File: config.mk
export PLATFORM = sky130hd
export DESIGN_NAME = gate16_sequencer
export DESIGN_NICKNAME = d
export VERILOG_FILES = /design/src/rtl/gate16_sequencer.sv
export SDC_FILE = /design/constraint.sdc
export NUM_CORES = 1
export LEC_CHECK = 0
export CELL_PAD_IN_SITES_DETAIL_PLACEMENT = 1
export CELL_PAD_IN_SITES_GLOBAL_PLACEMENT = 2
export CORE_MARGIN = 4
export CORE_UTILIZATION = 36
export CTS_BUF_LIST = sky130_fd_sc_hd__clkbuf_16
export CTS_CLUSTER_DIAMETER = 40
export CTS_CLUSTER_SIZE = 8
export DETAILED_ROUTE_END_ITERATION = 10
export PLACE_DENSITY_LB_ADDON = 0.1
export REMOVE_ABC_BUFFERS = 1
export SLEW_MARGIN = 20
export SYNTH_ARGS = -nofsm -noshare
export SYNTH_HDL_FRONTEND = slang
export SYNTH_SLANG_ARGS = --single-unit
File: constraint.sdc
create_clock -name clk -period 4.26 [get_ports clk]
set_input_delay 0.852 -clock clk [delete_from_list [all_inputs] [get_ports clk]]
set_output_delay 0.852 -clock clk [all_outputs]
set_load 0.005 [all_outputs]
File: src/rtl/gate16_sequencer.sv
// gate16_sequencer: evaluates composite 16-bit logic ops by sequencing one shared NOT/AND/OR stage.
// Optional completed-op counter (ops_done port) enabled by defining GATE16_SEQ_CNT_EN.
module gate16_sequencer #(
    parameter int unsigned WIDTH = 16
`ifdef GATE16_SEQ_CNT_EN
    , parameter int unsigned CNT_W = 16
`endif
) (
    input  logic             clk,
    input  logic             reset,
    input  logic             in_valid,
    output logic             in_ready,
    input  logic [2:0]       in_op,
    input  logic [WIDTH-1:0] in_a,
    input  logic [WIDTH-1:0] in_b,
    output logic             out_valid,
    input  logic             out_ready,
    output logic [WIDTH-1:0] out_data
`ifdef GATE16_SEQ_CNT_EN
    , output logic [CNT_W-1:0] ops_done
`endif
);

    typedef enum logic [1:0] {IDLE, EXEC, DONE} seqStateT;
    typedef enum logic [2:0] {OP_NOT, OP_AND, OP_OR, OP_NAND, OP_NOR, OP_ANDN, OP_XOR, OP_XNOR} opT;
    typedef enum logic [1:0] {GATE_NOT, GATE_AND, GATE_OR} gateT;
    typedef enum logic [1:0] {SRC_A, SRC_B, SRC_T, SRC_U} srcT;

    seqStateT         state, nextState;
    opT               opReg;
    logic [WIDTH-1:0] aReg, bReg, tReg, uReg, outData;
    logic [2:0]       step;

    gateT             gate;
    srcT              srcX, srcY;
    logic             writeU, lastStep;
    logic [WIDTH-1:0] xVal, yVal, gateOut;

    // Micro-step decode: which gate, which operands, which temp, and whether this step finishes the op.
    always_comb begin
        gate     = GATE_AND;
        srcX     = SRC_A;
        srcY     = SRC_B;
        writeU   = 1'b0;
        lastStep = 1'b0;
        unique case (opReg)
            OP_NOT: begin gate = GATE_NOT; lastStep = 1'b1; end
            OP_AND: lastStep = 1'b1;
            OP_OR:  begin gate = GATE_OR; lastStep = 1'b1; end
            OP_NAND, OP_NOR: begin
                if (step == 3'd0) begin
                    gate = (opReg == OP_NAND) ? GATE_AND : GATE_OR;
                end else begin
                    gate     = GATE_NOT;
                    srcX     = SRC_T;
                    lastStep = 1'b1;
                end
            end
            OP_ANDN: begin
                if (step == 3'd0) begin
                    gate = GATE_NOT;
                    srcX = SRC_B;
                end else begin
                    srcY     = SRC_T;
                    lastStep = 1'b1;
                end
            end
            default: begin
                unique case (step)
                    3'd0: ;
                    3'd1: begin gate = GATE_NOT; srcX = SRC_T; end
                    3'd2: begin gate = GATE_OR; writeU = 1'b1; end
                    3'd3: begin
                        srcX     = SRC_T;
                        srcY     = SRC_U;
                        lastStep = (opReg == OP_XOR);
                    end
                    default: begin gate = GATE_NOT; srcX = SRC_T; lastStep = 1'b1; end
                endcase
            end
        endcase
    end

    always_comb begin
        unique case (srcX)
            SRC_A:   xVal = aReg;
            SRC_B:   xVal = bReg;
            SRC_T:   xVal = tReg;
            default: xVal = uReg;
        endcase
        unique case (srcY)
            SRC_A:   yVal = aReg;
            SRC_B:   yVal = bReg;
            SRC_T:   yVal = tReg;
            default: yVal = uReg;
        endcase
    end

    always_comb begin
        gateOut = '0;
        unique case (gate)
            GATE_NOT: gateOut = ~xVal;
            GATE_AND: gateOut = xVal & yVal;
            GATE_OR:  gateOut = xVal | yVal;
            default:  gateOut = '0;
        endcase
    end

    always_comb begin
        nextState = state;
        in_ready  = 1'b0;
        out_valid = 1'b0;
        unique case (state)
            IDLE: begin
                in_ready = 1'b1;
                if (in_valid) nextState = EXEC;
            end
            EXEC: if (lastStep) nextState = DONE;
            DONE: begin
                out_valid = 1'b1;
                if (out_ready) nextState = IDLE;
            end
            default: nextState = IDLE;
        endcase
    end

    // out_data has its own register so it holds across the next op's EXEC steps.
    always_ff @(posedge clk) begin
        if (reset) begin
            state   <= IDLE;
            opReg   <= OP_NOT;
            aReg    <= '0;
            bReg    <= '0;
            tReg    <= '0;
            uReg    <= '0;
            step    <= '0;
            outData <= '0;
        end else begin
            state <= nextState;
            if (state == IDLE && in_valid) begin
                opReg <= opT'(in_op);
                aReg  <= in_a;
                bReg  <= in_b;
                step  <= '0;
            end else if (state == EXEC) begin
                if (writeU) uReg <= gateOut;
                else        tReg <= gateOut;
                step <= step + 3'd1;
                if (lastStep) outData <= gateOut;
            end
        end
    end

    assign out_data = outData;

`ifdef GATE16_SEQ_CNT_EN
    logic [CNT_W-1:0] opsCnt;

    always_ff @(posedge clk) begin
        if (reset)                       opsCnt <= '0;
        else if (out_valid && out_ready) opsCnt <= opsCnt + CNT_W'(1);
    end

    assign ops_done = opsCnt;
`endif

endmodule

# --- Yosys cells after proc, flatten, opt, wreduce, memory -nomap -nowiden ---
# Cells that the tools add are included.
word_totals:
  in_bits: 39
  elab_cells: 80
  reg_bits: 88
  output_inout_bits: 18
op_classes:
  add_sub_neg: 1
  n_reduce_logical: 20
  n_eq_ne: 20
  n_mux: 26
  n_bitwise: 5
op_table:
  columns: ["op", "n"]
  rows:
  - ["$pmux 16 s3", 3]
  - ["$mux 2", 9]
  - ["$and 16x16->16", 1]
  - ["$not 16->16", 1]
  - ["$or 16x16->16", 1]
  - ["$eq 3x2->1 const B", 4]
  - ["$pmux 2 s3", 2]
  - ["$reduce_and 3->1", 4]
  - ["$pmux 2 s5", 1]
  - ["$eq 3x3->1 const B", 3]
  - ["$reduce_or 3->1", 3]
  - ["$eq 2x1->1 const B", 4]
  - ["$eq 2x2->1 const B", 4]
  - ["$logic_not 2->1", 4]
  - ["$pmux 2 s2", 2]
  - ["$reduce_or 2->1", 4]
  - ["$mux 1", 7]
  - ["$eq 3x1->1 const B", 2]
  - ["$logic_not 3->1", 2]
  - ["$ne 2x2->1 const B", 3]
  - ["$reduce_or 6->1", 1]
  - ["$reduce_or 5->1", 1]
  - ["$pmux 1 s2", 2]
  - ["$add 3x1->3 const B", 1]
  - ["other kinds (2)", 3]

# --- Depth between registers and ports, before layout ---
depth:
  word_depth: 8
  ltp_mapped: 11
  ltp_nobuf: 8

# --- Least setup slack after synthesis ---
# No wires, ideal clock.
synth_timing:
  path_type: "register to register"
  start: "reg step[0]"
  end: "reg outData[11], in the netlist out_data[11]"
  setup_time_ns: 0.128
  path_slack_ns: 2.164
  path_stages_with_launch: 11
  required_time_ns: 4.132
  t_arrival_ns: 1.968
  path_buffers: 2
  period_less_slack_ns: 2.096
  cell_sequence: "dfxtp_1 > inv_1 > ha_1 > nor2b_1 > buf_6 > clkbuf_1 > or3_1 > o221a_2 > or2_1 > a22oi_1 > o21ai_0"
synth_via:
  elab_chain_len: 8
  elab_cells_between_ends: 37
  classes_between: "eq/ne (9); mux (17); bitwise (3); reduce/logical (8)"
synth_rtl:
  columns: ["element", "line", "source"]
  rows:
  - ["start, declared", "32", "logic [2:0] step;"]
  - ["start signal, assigned", "148", "step <= step + 3'd1;"]
  - ["$eq 3x2->1 or $logic_not 3->1 (tied branches)", "69, 51, 60", null]
  - ["$reduce_or 2->1 (no source line)", null, null]
  - ["$mux 2", "69", "unique case (step)"]
  - ["$pmux 2 s3", "46", "unique case (opReg)"]
  - ["$eq 2x2->1 (tied with other cells)", "85", "unique case (srcX)"]
  - ["$pmux 16 s3", "85", null]
  - ["$or 16x16->16 (tied with other cells)", "104", "GATE_OR: gateOut = xVal | yVal;"]
  - ["$pmux 16 s3", "101", "unique case (gate)"]
  - ["end signal, assigned", "149", "if (lastStep) outData <= gateOut;"]
  - ["end, declared", "31", "logic [WIDTH-1:0] aReg, bReg, tReg, uReg, outData;"]
# Several ways; a longest one is shown, not always the timed one.
# A chain may end at the register's enable or synchronous reset.

# --- Worst setup path in the final report ---
layout_timing:
  start: "reg opReg[2]"
  end: "reg tReg[8]"
layout_via:
  elab_chain_len: 7
  elab_cells_between_ends: 33
  classes_between: "eq/ne (11); mux (9); bitwise (4); reduce/logical (9)"
layout_rtl:
  columns: ["element", "line", "source"]
  rows:
  - ["start, declared", "30", "opT opReg;"]
  - ["start signal, assigned", "141", "opReg <= opT'(in_op);"]
  - ["$eq 3x2->1 (tied with other cells)", "46, 52", null]
  - ["$reduce_or 5->1 (no source line) (tied with other cells)", null, null]
  - ["$pmux 2 s2 or $pmux 2 s3 (tied branches)", "46", null]
  - ["$eq 2x2->1 (tied with other cells)", "91", "unique case (srcY)"]
  - ["$pmux 16 s3, on equally long branches", "91, 85", null]
  - ["$or 16x16->16 (tied with other cells)", "104", null]
  - ["$pmux 16 s3", "101", null]
  - ["end signal, assigned", "147", "else tReg <= gateOut;"]
  - ["end, declared", "31", null]
# Several ways; a longest one is shown, not always the timed one.

==> results.md <==
- Status: complete, no violations
- Most frequent cells in the layout: 88 x dfxtp_1, 76 x nand2_1, 58 x a21oi_1
- Global-route wire length before repair: 25000 um
- H-tree Lvls: 3
- Remaining global-route overflow: 0
- Post-route cell area: 5540 sq um
- Synth Cell Area: 4620 sq um
- Ys async rst share: 0%
- Share of the synthesized area in the top cell type: 38.1%
- PwrDens: 419 nW/um^2
- Vias in the first global route: 4563
- Synth area leaders: dfxtp_1 38%, a21oi_1 6.3%, nand2_1 6.2%, a22oi_1 5.0%, o21ai_0 3.7%
- Clock Path Buffers: 2
- Fillers: 1508
- Final wirelength: 15600 um
- Yosys reg bits: 88
- Unrepaired setup endpoints after global routing: false
- Clk Tree Root Cell: clkbuf_16
- Via count: 4450
- Cts-stage hold buffer count: 0
- Core area: 12600 sq um
- Crit end category: flop
- Initial antenna violation count: 0
- Final Critical Period: 2980 ps
- Slew Viols, Final: 0
- Arrival time at the worst endpoint: 3260 ps
- Syn_area_per_cell: 8.18 sq um
- Post-synthesis sequential area ratio: 38.1%
- Worst min path class: reg2reg
- GRT Util Overall: 21.8%
- Setup Total Neg Slack: 0 ps
- Fmax achieved: 335 MHz
- Slew HR: 29.3%
- Die H: 121 um
- Leakage: 1.93 nW
- Fin crit share: 70.0%
- RePlAce Congestion: 0.751
- CTS tree: done
- Critical Path Source Type: flop
- Layout cells sized above 1: 12.1%
- DRC errors left: 0
- Yosys Warn Count: 0
- Dpl cell area: 5200 sq um
- Die area: 14700 sq um
- Hpwl dp: 9610 um
- Least-Margin Pin Slew: 1060 ps
- CP Data Required Time: 4540 ps
- Clock Latency Late Sink: 350 ps
- Total clock sinks: 88
- Clock Skew: 4.17 ps
- Sequential Area: 1760 sq um
- Layout Utilization: 44.1%
- IO Count: 57
- DR WL/cell: 20.2 um
- Fin nets: 640
- Yosys cell types: 54
- CTS clk-pin slew, worst paths: 60 ps
- Synth Instances: 565
- Drt pass-1 iters: 6
- Yosys top cell by area: dfxtp_1
- DR iter-0 viols: 353
- Largest net degree at the start of global routing: 39
- Starting Density: 36.8%
- Max-cap viol count: 0
- Post-synth EDFFs: 0
- Num CTS Buffers: 9
- Reg2reg setup slack: 1280 ps
- Via density: 5.76
- IO Port Bufs: 56
- Fin. Hold Viols: 0
- Multi-input gate area: 2560 sq um
- Final setup fails: 0
- Crit-path max FO: 33
- N_diodes: 0
- Top_reg_cell synth: dfxtp_1
- DRT antenna net count: 0
- Die W: 121 um
- WS Path Type: reg2reg
- Setup Buffers After CTS: 0
- Num rows: 41
- Finished Layout Cells: 773
- Reg2Reg Depth: 6
- Syn-to-layout area delta: 20.0%
- Commonest non-fill, non-tap cell in the layout: dfxtp_1
- Post_cts resized: 0
- Hold path depth: 2
- Inst Count DP: 757
- Max rail drop VDD: 0.000249 V
-- registers in the layout, summed over array words and instances, names as in the netlist --
signal    cells
aReg         16
bReg         16
opReg         3
out_data     16
state         2
step          3
tReg         16
uReg         16
-- metal layers --
metal | wire [um] | track usage (%) | vias up
li1 | - | - | 2129
met2 | 7540 | 36.6 | 96
met1 | 7180 | 28.3 | 2205
met4 | 204 | 6.23 | 0
met3 | 669 | 4.62 | 20
met5 | 0 | 0 | -
-- Yosys cell counts, drive strengths merged (15+ instances only) --
cell type  count
nand4         17
a22oi         31
o221a         15
nor2          44
or2           16
nand2         76
nand3         18
buf           16
a21oi         61
nor3b         15
dfxtp         88
o211ai        16
clkbuf        32
o21ai         50
a31oi         16
or3           16
-- path summary, 6_finish.rpt --
| kind | from | end |
|---|---|---|
| max | opReg[2]$_SDFFE_PP0P_ | tReg[8]$_SDFFE_PP0P_ |
| min | aReg[4]$_SDFFE_PP0P_ | aReg[4]$_SDFFE_PP0P_ |
| max reg2reg | opReg[2]$_SDFFE_PP0P_ | tReg[8]$_SDFFE_PP0P_ |
| min reg2reg | aReg[4]$_SDFFE_PP0P_ | aReg[4]$_SDFFE_PP0P_ |
-- cells by family (layout without fill, tap and decap cells) --
kind of cell,after synthesis,after routing,share of synthesized area (%)
flops,88,88,38.1
compound gates,201,201,29.6
fa+ha+maj,5,5,1.35
buf+inv,53,89,6.58
simple gates,217,217,24.1
mux,1,1,0.325
-- per-stage QoR --
step | setup slack (ps) | hold slack [ps] | power [mW]
floorplan | 1120 | 427 | 1.20
global placement | 1270 | 445 | 1.40
detailed placement | 1220 | 452 | 1.41
CTS | 1290 | 461 | 2.34
global route | 1050 | 487 | 2.43
finish | 1280 | 455 | 2.32
-- power breakdown --
group          switching [mW]  leakage (nW)  internal [mW]
combinational           0.260          1.05          0.188
clock                   0.349         0.164          0.574
sequential             0.0566         0.719          0.891
-- critical path, stage by stage, from the launching register on --
cell      delay [ps]
dfxtp_1          650
nand3b_4         440
o21ai_2          970
o221ai_1         330
o21ai_1          230
a21oi_2          110
a211oi_2         170
-- cell type report --
| class | instances | area share, % |
|---|---|---|
| multi-input combinational | 424 | 46.1 |
| sequential | 88 | 31.8 |
| timing repair buffer | 68 | 11.7 |
| clock buffer | 9 | 4.06 |
| tap | 172 | 3.88 |
| clock inverter | 7 | 2.14 |
| inverter | 5 | 0.339 |
No activity file was read; power rests on OpenSTA's default activity.
